--- src/rtl/min_prio_arbiter_if.sv ---
// ---------------------------------------------------------------------------
// min_prio_arbiter_if
// Request/grant bundle between four requesters and min_prio_arbiter.
//   req[3:0]          request per requester (bit i = requester i)
//   prio0..prio3      priority of requester i, WIDTH bits, 0 = most urgent
//   done              current owner releases the grant
//   gnt[3:0]          one-hot registered grant
//   gnt_idx[1:0]      index of granted requester (valid when gnt_valid=1)
//   gnt_valid         high while a grant is held
//   timeout           one-cycle pulse in the last cycle of a forced release
// Modports: master = requester side, slave = arbiter side.
// ---------------------------------------------------------------------------
interface min_prio_arbiter_if #(
  parameter int WIDTH = 3
);
  logic [3:0]       req;
  logic [WIDTH-1:0] prio0;
  logic [WIDTH-1:0] prio1;
  logic [WIDTH-1:0] prio2;
  logic [WIDTH-1:0] prio3;
  logic             done;
  logic [3:0]       gnt;
  logic [1:0]       gnt_idx;
  logic             gnt_valid;
  logic             timeout;

  modport master (
    output req, prio0, prio1, prio2, prio3, done,
    input  gnt, gnt_idx, gnt_valid, timeout
  );

  modport slave (
    input  req, prio0, prio1, prio2, prio3, done,
    output gnt, gnt_idx, gnt_valid, timeout
  );
endinterface

--- src/rtl/min_prio_arbiter.sv ---
// ---------------------------------------------------------------------------
// min_prio_arbiter
// Four-requester arbiter: the requester with the lowest effective priority
// value wins (ties to the lowest index). The grant is registered, held until
// the owner signals done, drops its request, or HOLD_MAX cycles elapse, then
// the block spends one IDLE cycle re-arbitrating.
// Ports:
//   clk  rising-edge clock
//   rst  synchronous active-high reset
//   bus  min_prio_arbiter_if.slave (req, prio0..3, done -> gnt, gnt_idx,
//        gnt_valid, timeout)
// Parameters: WIDTH (priority width), HOLD_MAX (1..255 grant cycles),
//   AGE_PERIOD (waiting cycles per aging step).
// Optional build macro MIN_PRIO_ARBITER_AGING_EN: starved requesters earn a
//   bonus that is subtracted (saturating at 0) from their priority.
// ---------------------------------------------------------------------------
module min_prio_arbiter #(
  parameter int WIDTH      = 3,
  parameter int HOLD_MAX   = 15,
  parameter int AGE_PERIOD = 8
) (
  input  logic                clk,
  input  logic                rst,
  min_prio_arbiter_if.slave   bus
);

  typedef enum logic [0:0] {
    IDLE  = 1'b0,
    GRANT = 1'b1
  } state_t;

  localparam logic [7:0] HOLD_LAST = 8'(HOLD_MAX - 1);

  state_t     state_q, state_d;
  logic [3:0] gnt_q, gnt_d;
  logic [1:0] gnt_idx_q, gnt_idx_d;
  logic       gnt_valid_q, gnt_valid_d;
  logic       timeout_q, timeout_d;
  logic [7:0] hold_cnt_q, hold_cnt_d;
  logic [7:0] hold_inc_s;
  logic       release_s;

  logic [WIDTH-1:0] prio_s [4];
  logic [WIDTH-1:0] eff_prio_s [4];
  logic [WIDTH-1:0] best_s;
  logic             found_s;
  logic             take_s;
  logic [1:0]       win_idx_s;

  assign prio_s[0] = bus.prio0;
  assign prio_s[1] = bus.prio1;
  assign prio_s[2] = bus.prio2;
  assign prio_s[3] = bus.prio3;

`ifdef MIN_PRIO_ARBITER_AGING_EN
  localparam logic [7:0]       AGE_LAST  = 8'(AGE_PERIOD - 1);
  localparam logic [WIDTH-1:0] BONUS_MAX = {WIDTH{1'b1}};

  logic [7:0]       wait_q [4];
  logic [7:0]       wait_d [4];
  logic [WIDTH-1:0] bonus_q [4];
  logic [WIDTH-1:0] bonus_d [4];

  // Aging counters: a waiting requester earns one bonus step per AGE_PERIOD
  always_comb begin
    for (int i = 0; i < 4; i++) begin
      wait_d[i]  = wait_q[i];
      bonus_d[i] = bonus_q[i];
      if (!bus.req[i] || gnt_q[i]) begin
        wait_d[i]  = 8'd0;
        bonus_d[i] = {WIDTH{1'b0}};
      end else if (wait_q[i] == AGE_LAST) begin
        wait_d[i]  = 8'd0;
        bonus_d[i] = (bonus_q[i] == BONUS_MAX) ? BONUS_MAX : bonus_q[i] + WIDTH'(1);
      end else begin
        wait_d[i]  = (wait_q[i] == 8'hFF) ? 8'hFF : wait_q[i] + 8'd1;
        bonus_d[i] = bonus_q[i];
      end
    end
  end

  // Aging counter registers
  always_ff @(posedge clk) begin
    for (int i = 0; i < 4; i++) begin
      if (rst) begin
        wait_q[i]  <= 8'd0;
        bonus_q[i] <= {WIDTH{1'b0}};
      end else begin
        wait_q[i]  <= wait_d[i];
        bonus_q[i] <= bonus_d[i];
      end
    end
  end

  // Effective priority: priority minus bonus, floored at zero
  always_comb begin
    for (int i = 0; i < 4; i++) begin
      eff_prio_s[i] = (prio_s[i] > bonus_q[i]) ? (prio_s[i] - bonus_q[i]) : {WIDTH{1'b0}};
    end
  end
`else
  // Effective priority is the raw priority when aging is not built
  always_comb begin
    for (int i = 0; i < 4; i++) begin
      eff_prio_s[i] = prio_s[i];
    end
  end
`endif

  // Minimum search; strict less-than keeps the lowest index on ties
  always_comb begin
    best_s    = {WIDTH{1'b1}};
    found_s   = 1'b0;
    take_s    = 1'b0;
    win_idx_s = 2'd0;
    for (int i = 0; i < 4; i++) begin
      take_s    = bus.req[i] && (!found_s || (eff_prio_s[i] < best_s));
      best_s    = take_s ? eff_prio_s[i] : best_s;
      win_idx_s = take_s ? 2'(i) : win_idx_s;
      found_s   = found_s | take_s;
    end
  end

  assign hold_inc_s = hold_cnt_q + 8'd1;
  assign release_s  = bus.done | ~bus.req[gnt_idx_q] | (hold_cnt_q == HOLD_LAST);

  // Next-state and registered-output logic
  always_comb begin
    state_d     = state_q;
    gnt_d       = gnt_q;
    gnt_idx_d   = gnt_idx_q;
    gnt_valid_d = gnt_valid_q;
    timeout_d   = 1'b0;
    hold_cnt_d  = hold_cnt_q;
    case (state_q)
      IDLE: begin
        if (bus.req != 4'b0000) begin
          state_d     = GRANT;
          gnt_d       = 4'b0001 << win_idx_s;
          gnt_idx_d   = win_idx_s;
          gnt_valid_d = 1'b1;
          hold_cnt_d  = 8'd0;
          // HOLD_MAX=1: the first grant cycle is already the forced-release one
          timeout_d   = (HOLD_LAST == 8'd0);
        end else begin
          state_d     = IDLE;
          gnt_d       = 4'b0000;
          gnt_idx_d   = 2'd0;
          gnt_valid_d = 1'b0;
          hold_cnt_d  = 8'd0;
        end
      end
      GRANT: begin
        if (release_s) begin
          state_d     = IDLE;
          gnt_d       = 4'b0000;
          gnt_idx_d   = 2'd0;
          gnt_valid_d = 1'b0;
          hold_cnt_d  = 8'd0;
        end else begin
          state_d    = GRANT;
          hold_cnt_d = hold_inc_s;
          // Raise timeout for the cycle in which the hold limit forces release
          timeout_d  = (hold_inc_s == HOLD_LAST);
        end
      end
      default: begin
        state_d     = IDLE;
        gnt_d       = 4'b0000;
        gnt_idx_d   = 2'd0;
        gnt_valid_d = 1'b0;
        hold_cnt_d  = 8'd0;
      end
    endcase
  end

  // State and output registers
  always_ff @(posedge clk) begin
    if (rst) begin
      state_q     <= IDLE;
      gnt_q       <= 4'b0000;
      gnt_idx_q   <= 2'd0;
      gnt_valid_q <= 1'b0;
      timeout_q   <= 1'b0;
      hold_cnt_q  <= 8'd0;
    end else begin
      state_q     <= state_d;
      gnt_q       <= gnt_d;
      gnt_idx_q   <= gnt_idx_d;
      gnt_valid_q <= gnt_valid_d;
      timeout_q   <= timeout_d;
      hold_cnt_q  <= hold_cnt_d;
    end
  end

  assign bus.gnt       = gnt_q;
  assign bus.gnt_idx   = gnt_idx_q;
  assign bus.gnt_valid = gnt_valid_q;
  assign bus.timeout   = timeout_q;

endmodule
--- src/flat_wrapper.sv ---
// flat-port wrapper written by rule: the top's interface ports become plain ports
module min_prio_arbiter_flat 
#(
  parameter int WIDTH      = 3,
  parameter int HOLD_MAX   = 15,
  parameter int AGE_PERIOD = 8
)
  (clk, rst, bus_req, bus_prio0, bus_prio1, bus_prio2, bus_prio3, bus_done, bus_gnt, bus_gnt_idx, bus_gnt_valid, bus_timeout);
  min_prio_arbiter_if #(.WIDTH(WIDTH)) bus_i ();
  input  logic clk;
  input  logic rst;
  input wire logic [$bits(bus_i.req)-1:0] bus_req;
  input wire logic [$bits(bus_i.prio0)-1:0] bus_prio0;
  input wire logic [$bits(bus_i.prio1)-1:0] bus_prio1;
  input wire logic [$bits(bus_i.prio2)-1:0] bus_prio2;
  input wire logic [$bits(bus_i.prio3)-1:0] bus_prio3;
  input wire logic [$bits(bus_i.done)-1:0] bus_done;
  output wire logic [$bits(bus_i.gnt)-1:0] bus_gnt;
  output wire logic [$bits(bus_i.gnt_idx)-1:0] bus_gnt_idx;
  output wire logic [$bits(bus_i.gnt_valid)-1:0] bus_gnt_valid;
  output wire logic [$bits(bus_i.timeout)-1:0] bus_timeout;
  assign bus_i.req = bus_req;
  assign bus_i.prio0 = bus_prio0;
  assign bus_i.prio1 = bus_prio1;
  assign bus_i.prio2 = bus_prio2;
  assign bus_i.prio3 = bus_prio3;
  assign bus_i.done = bus_done;
  assign bus_gnt = bus_i.gnt;
  assign bus_gnt_idx = bus_i.gnt_idx;
  assign bus_gnt_valid = bus_i.gnt_valid;
  assign bus_timeout = bus_i.timeout;
  min_prio_arbiter #(.WIDTH(WIDTH), .HOLD_MAX(HOLD_MAX), .AGE_PERIOD(AGE_PERIOD)) u_core (.clk(clk), .rst(rst), .bus(bus_i));
endmodule
--- config.mk ---
export PLATFORM = sky130hd
export DESIGN_NAME = min_prio_arbiter_flat
export DESIGN_NICKNAME = d
export VERILOG_FILES = /design/src/rtl/min_prio_arbiter_if.sv /design/src/rtl/min_prio_arbiter.sv /design/src/flat_wrapper.sv
export SDC_FILE = /design/constraint.sdc
export NUM_CORES = 1
export LEC_CHECK = 0
export CORE_MARGIN = 8
export CORE_UTILIZATION = 45
export DETAILED_ROUTE_END_ITERATION = 6
export GPL_TIMING_DRIVEN = 0
export MAX_ROUTING_LAYER = met4
export PLACE_DENSITY = 0.73
export SETUP_SLACK_MARGIN = 0.2
export SLEW_MARGIN = 20
export SYNTH_ARGS = -nofsm -noshare
export SYNTH_HDL_FRONTEND = slang
export SYNTH_SLANG_ARGS = --single-unit
--- constraint.sdc ---
create_clock -name clk -period 6.3 [get_ports clk]
set_input_delay 1.89 -clock clk [delete_from_list [all_inputs] [get_ports clk]]
set_output_delay 1.89 -clock clk [all_outputs]
set_load 0.01 [all_outputs]
# After elaboration in Yosys (flattened, before gate mapping)
# Index checks and enable logic that the tools add are counted.
[totals] inputBits=19 out_inout_bits=8 reg_bits=17 word_cells=54
[classes] n_reduce_logical=10 eq_ne=3 shift=1 n_addsub=1 order_cmp=4 muxes=23 bitwise_logic=6
[op_table] cell="8-bit by 4-bit equality test with 1-bit output, second input constant" count=2
[op_table] cell="8-bit one-hot mux with 2 select lines" count=1
[op_table] cell="3-bit < comparator" count=3
[op_table] cell="3-bit 2-to-1 mux" count=3
[op_table] cell="8-bit by 1-bit adder with 8-bit output, second input constant" count=1
[op_table] cell="2-bit 2-to-1 mux" count=4
[op_table] cell="4-bit 2-to-1 mux" count=2
[op_table] cell="8-bit 2-to-1 mux" count=1
[op_table] cell="4-bit one-hot mux with 2 select lines" count=1
[op_table] cell="1-bit 2-to-1 mux" count=6
[op_table] cell="1-bit one-hot mux with 2 select lines" count=3
[op_table] cell="1-bit OR" count=4
[op_table] cell="2-bit one-hot mux with 2 select lines" count=1
[op_table] cell="4-bit nonzero test" count=1
[op_table] cell="1-bit by 2-bit left shift with 4-bit output, first input constant" count=1
[op_table] cell="1-bit logical AND" count=3
[op_table] cell="1-bit logical NOT" count=3
[op_table] cell="1-bit logical OR" count=3
[op_table] cell="2-bit by 3-bit < comparator with 1-bit output, second input constant" count=1
[op_table] cell="1-bit binary-select mux with 2-bit select" count=1
[op_table] cell="2-bit != test, second input constant" count=1
[op_table] cell="1-bit NOT" count=2

# Longest topological paths before layout
[depth] ltp_word=16 ltp_mapped=19 ltp_nobuf=18

# Worst setup path before layout
# No wires, ideal clock.
[synth_path] path_kind="input to register" from="input port bus_prio0[1]" to="register u_core.gnt_q[2], in the netlist u_core.bus.gnt[2]" t_arrival_ns=5.310 t_required_ns=6.166 path_buffers=1 setup_ns=0.134 path_slack_ns=0.856 cell_stages=19 path_cell_list="nor2b_2 -> o21a_1 -> maj3_1 -> a211oi_1 -> o21bai_1 -> ha_1 -> o21a_1 -> o21ai_0 -> a32o_1 -> buf_6 -> nand2_1 -> o21a_1 -> ha_1 -> o21ai_0 -> a21oi_1 -> a221oi_1 -> o21ai_1 -> nor3_2 -> o21ai_0"
[synth_via] elab_chain_cells=16 elab_cells_between_ends=22 classes_between="3 x order compare; 1 x shift; 8 x mux; 2 x bitwise; 8 x reduce/logical"
[synth_rtl] element="start, declared" line="flat_wrapper.sv:13" rtl="input wire logic [$bits(bus_i.prio0)-1:0] bus_prio0;"
[synth_rtl] element="3-bit 2-to-1 mux (*)" line="min_prio_arbiter.sv:118" rtl="best_s = take_s ? eff_prio_s[i] : best_s;"
[synth_rtl] element="3-bit < comparator" line="min_prio_arbiter.sv:117" rtl="take_s = bus.req[i] && (!found_s || (eff_prio_s[i] < best_s));"
[synth_rtl] element="1-bit logical OR" line="min_prio_arbiter.sv:117"
[synth_rtl] element="1-bit logical AND" line="min_prio_arbiter.sv:117"
[synth_rtl] element="3-bit 2-to-1 mux / 1-bit OR (equally long branches)" line="min_prio_arbiter.sv:118, min_prio_arbiter.sv:120"
[synth_rtl] element="3-bit < comparator / 1-bit logical NOT (equally long branches)" line="min_prio_arbiter.sv:117"
[synth_rtl] element="1-bit logical OR" line="min_prio_arbiter.sv:117"
[synth_rtl] element="1-bit logical AND" line="min_prio_arbiter.sv:117"
[synth_rtl] element="3-bit 2-to-1 mux / 1-bit OR (equally long branches)" line="min_prio_arbiter.sv:118, min_prio_arbiter.sv:120"
[synth_rtl] element="3-bit < comparator / 1-bit logical NOT (equally long branches)" line="min_prio_arbiter.sv:117"
[synth_rtl] element="1-bit logical OR" line="min_prio_arbiter.sv:117"
[synth_rtl] element="1-bit logical AND" line="min_prio_arbiter.sv:117"
[synth_rtl] element="2-bit 2-to-1 mux (*)" line="min_prio_arbiter.sv:119" rtl="win_idx_s = take_s ? 2'(i) : win_idx_s;"
[synth_rtl] element="1-bit by 2-bit left shift with 4-bit output (*)" line="min_prio_arbiter.sv:139" rtl="gnt_d = 4'b0001 << win_idx_s;"
[synth_rtl] element="4-bit 2-to-1 mux (*)" line="min_prio_arbiter.sv:137" rtl="if (bus.req != 4'b0000) begin"
[synth_rtl] element="4-bit one-hot mux with 2 select lines (*)" line="min_prio_arbiter.sv:135" rtl="case (state_q)"
[synth_rtl] element="end signal, assigned" line="min_prio_arbiter.sv:188" rtl="gnt_q <= gnt_d;"
[synth_rtl] element="end, declared" line="min_prio_arbiter.sv:35" rtl="logic [3:0] gnt_q, gnt_d;"
# Every way passes the cells marked *; elsewhere a longest branch is shown, timed or not.
# A chain may end at the register's enable or synchronous reset.

# Final worst setup path
[layout_path] from="input port bus_prio0[1]" to="register u_core.gnt_idx_q[0], in the netlist u_core.bus.gnt_idx[0]"
[layout_via] elab_chain_cells=15 elab_cells_between_ends=21 classes_between="3 x order compare; 8 x mux; 2 x bitwise; 8 x reduce/logical"
[layout_rtl] element="3-bit 2-to-1 mux (*)" line="min_prio_arbiter.sv:118"
[layout_rtl] element="3-bit < comparator" line="min_prio_arbiter.sv:117"
[layout_rtl] element="1-bit logical OR" line="min_prio_arbiter.sv:117"
[layout_rtl] element="1-bit logical AND" line="min_prio_arbiter.sv:117"
[layout_rtl] element="3-bit 2-to-1 mux / 1-bit OR (equally long branches)" line="min_prio_arbiter.sv:118, min_prio_arbiter.sv:120"
[layout_rtl] element="3-bit < comparator / 1-bit logical NOT (equally long branches)" line="min_prio_arbiter.sv:117"
[layout_rtl] element="1-bit logical OR" line="min_prio_arbiter.sv:117"
[layout_rtl] element="1-bit logical AND" line="min_prio_arbiter.sv:117"
[layout_rtl] element="3-bit 2-to-1 mux / 1-bit OR (equally long branches)" line="min_prio_arbiter.sv:118, min_prio_arbiter.sv:120"
[layout_rtl] element="3-bit < comparator / 1-bit logical NOT (equally long branches)" line="min_prio_arbiter.sv:117"
[layout_rtl] element="1-bit logical OR" line="min_prio_arbiter.sv:117"
[layout_rtl] element="1-bit logical AND" line="min_prio_arbiter.sv:117"
[layout_rtl] element="2-bit 2-to-1 mux (*)" line="min_prio_arbiter.sv:119"
[layout_rtl] element="2-bit 2-to-1 mux (*)" line="min_prio_arbiter.sv:137"
[layout_rtl] element="2-bit one-hot mux with 2 select lines (*)" line="min_prio_arbiter.sv:135"
[layout_rtl] element="end signal, assigned" line="min_prio_arbiter.sv:189" rtl="gnt_idx_q <= gnt_idx_d;"
[layout_rtl] element="end, declared" line="min_prio_arbiter.sv:36" rtl="logic [1:0] gnt_idx_q, gnt_idx_d;"
# Marked as above.

==> flow_metrics.py <==
metrics = {
    "run_status": {
        "status": "complete, no violations",
    },
    "sta": {
        "rsz0062_at_grt": "no",
        "hold_viol": 0,
        "slew_headroom_pct": 67.91,
        "clock.fmax_mhz": 171.4,
        "drv_slew": 0,
        "fin_setup_tns_ns": 0,
        "finalCriticalPeriod_ns": 5.836,
        "fin_ws_ns": 0.4642,
        "worst_slew_pin_slew_ns": 0.4803,
        "finalCritPeriodShare_pct": 92.63,
        "setup_viol": 0,
        "fin_worst_skew_ns": 0.007914,
        "holdWs_ns": 0.4676,
    },
    "layout": {
        "final_common_cell": "clkdlybuf4s50_1",
        "final_nets": 186,
        "drive_gt1_share_pct": 11.32,
        "syn_to_final_growth_pct": 29.92,
        "final_util_pct": 60.75,
        "final_cells": 189,
        "diodes": 0,
        "mostFrequentLayoutCells": "26 x clkdlybuf4s50_1, 17 x dfxtp_1, 12 x nor2_1",
    },
    "critical_path": {
        "crit_required_ns": 6.54,
        "r2r_slack_ns": 4.36,
        "crit_chain": "clkdlybuf4s50_1 -> nor2b_2 -> o21a_1 -> maj3_1 -> a211oi_1 -> o21bai_1 -> ha_1 -> o21a_1 -> o21ai_1 -> a32o_1 -> buf_6 -> nand2_1 -> o21a_1 -> ha_1 -> o21ai_1 -> a21oi_1 -> a221oi_2 -> o21ai_1 -> nor3_4 -> a221o_1",
        "end_kind": "register",
        "startpoint": "bus_prio0[1]",
        "path_buf_inv": 2,
        "critPathMaxFanout": 9,
        "r2r_start": "u_core.hold_cnt_q[0]",
        "cpMaxStageDelayCell": "clkdlybuf4s50_1",
        "cp.arrival_ns": 6.08,
        "critPathLaunchType": "input port",
        "path_delay_family": "compound AO/OA/AOI/OAI gates",
        "worst_path_largest_cell_delay_ns": 0.44,
        "critPathKind": "in2reg",
    },
    "grt": {
        "grtUsageMet1_pct": 14.17,
        "grt_use_total_pct": 12.28,
        "grt_pass1_wl_um": 4243,
        "grt_max_degree": 10,
        "grt_overflow": 0,
        "grt_pass1_vias": 1017,
        "use_met2_pct": 20.75,
        "busiest_layer": "met2",
        "use_met3_pct": 1.356,
        "antenna_found_initial": 0,
    },
    "power_and_ir_drop": {
        "powerDensity_nw_per_um2": 172.5,
        "p_leak_nw": 0.5643,
        "peakVddDrop_mv": 0.1127,
    },
    "route": {
        "ant_nets": 0,
        "vias": 1049,
        "first_pass_iters": 4,
        "wl_per_cell_um": 13.55,
        "drc": 0,
        "drt_wl_total_um": 2561,
        "drtIter0Drc": 50,
        "viasPerCell": 5.550,
    },
    "clock_network": {
        "cts_root_buffer": "clkbuf_4",
        "clkLatencyLatePin_ns": 0.29,
        "path_clk_slew_ns": 0.10,
        "cts_inserted_buffers": 3,
        "cts_hold_buf": 0,
        "cts_tree": "done",
        "cts_sinks": 17,
        "cts_setup_buffers": 0,
        "htreeDepth": 1,
        "clockBufferDepth": 2,
    },
    "synth": {
        "synth_edf_count": 0,
        "synth-seq-cells": 17,
        "synth_area_leaders": "dfxtp_1 30%, ha_1 7.7%, nor2_1 4.0%",
        "synthFlopType": "dfxtp_1",
        "ys_types": 51,
        "syn_area_per_cell_um2": 8.817,
        "netlist_area_um2": 1137,
        "synthesis.nets": 155,
        "synth-seq-area-share_pct": 29.92,
        "syn_inst": 129,
        "yosysWarnings": 0,
        "synth_top_cell_area_share_pct": 29.92,
        "async_flop_share_pct": 0,
        "synth_top_area_cell": "dfxtp_1",
    },
    "placed_design": {
        "io_buffers": 26,
        "post-place-ws_ns": -0.1155,
        "hpwl_um": 2133,
        "gp_congestion": 0.8301,
        "dp.cells": 185,
    },
    "min_path": {
        "hp-start": "u_core.bus.gnt[2]",
        "hold_path.class": "reg2reg",
    },
    "die": {
        "placementRows": 18,
        "start_util_pct": 46.76,
        "dieArea_um2": 4392,
        "fp.dieW_um": 66.28,
        "fp.coreArea_um2": 2432,
        "die_h_um": 66.28,
        "io_pins": 27,
    },
    "flow_run": {
        "max-cap-violations": 0,
    },
}
[sequential cells by signal, summed over array words and instances, names as in the netlist]
register and count:
u_core.hold_cnt_q 8, u_core.bus.gnt 4, u_core.bus.gnt_idx 2, u_core.bus.gnt_valid 1, u_core.bus.timeout 1, u_core.state_q 1
[Yosys cell counts, drive strengths merged, types with 2 or more instances]
| library cell | n |
|---|---|
| a21o | 3 |
| a21oi | 7 |
| a22o | 2 |
| and3 | 2 |
| and4 | 2 |
| clkbuf | 2 |
| dfxtp | 17 |
| ha | 7 |
| inv | 8 |
| nand2 | 10 |
| nand2b | 3 |
| nand3 | 4 |
| nand4 | 3 |
| nand4b | 2 |
| nor2 | 12 |
| nor2b | 2 |
| nor3 | 3 |
| o21a | 3 |
| o21ai | 7 |
| o311ai | 2 |
| o31ai | 2 |
| xnor2 | 5 |
| xor2 | 2 |
[where the power goes]
part	switching [mW]	leakage, nW	internal [mW]	total (mW)
Clock	0.0345	0.0150	0.0246	0.0591
Sequential	0.00379	0.138	0.113	0.117
Combinational	0.0370	0.411	0.0420	0.0789
Total	0.0753	0.564	0.180	0.255
[metrics by stage]
stage / cell area, µm² / power, mW
floorplan: 1137 / 0.1628
global placement: 1435 / 0.1931
detailed placement: 1435 / 0.1947
CTS: 1468 / 0.2549
global route: 1478 / 0.2693
finish: 1478 / 0.2549
[worst paths after layout]
path / cells after the start / endpoint
setup / recovery: 20 / u_core.bus.gnt_idx[0]
hold / removal: 2 / u_core.bus.gnt[2]
setup reg to reg: 6 / u_core.bus.gnt_idx[1]
hold reg to reg: 2 / u_core.bus.gnt[2]
[worst reg2reg max path, cell delays in order (launching register included)]
cell     delay (ns)
dfxtp_1        0.37
inv_1          0.09
ha_1           0.16
or4b_4         0.49
o311a_4        0.37
a22o_1         0.24
a21o_1         0.14
[cell type report]
class | instances | area, µm²
sequential | 17 | 340.3
fill | 222 | 954.7
tap | 30 | 37.54
buffer | 3 | 18.77
multi-input combinational | 101 | 764.5
inverter | 8 | 30.03
clock buffer | 4 | 26.28
timing repair buffer | 26 | 260.3
[metal layers]
| metal | vias up | routed length, µm |
|---|---|---|
| li1 | 539 | - |
| met1 | 473 | 1191 |
| met2 | 32 | 1225 |
| met3 | 5 | 100 |
| met4 | 0 | 44 |
| met5 | - | 0 |
[logic make-up (layout without fill, tap and decap cells)]
logic type	after synthesis	in the layout	synth area share (%)
flops	17	17	29.92
xor+xnor	7	7	5.391
buf+inv	11	41	4.291
fa+ha+maj	8	8	8.581
simple gates	50	50	25.08
compound gates	35	35	24.42
mux	1	1	2.311
[timing repair]
| action | in CTS | in global routing |
|---|---|---|
| endpoints found under the hold margin | 0 | 0 |
| pin swaps | 0 | 1 |
| setup endpoints to repair | 4 | 6 |
| resized for setup | 1 | 4 |
Note: power is estimated with default switching activity, not from simulation.
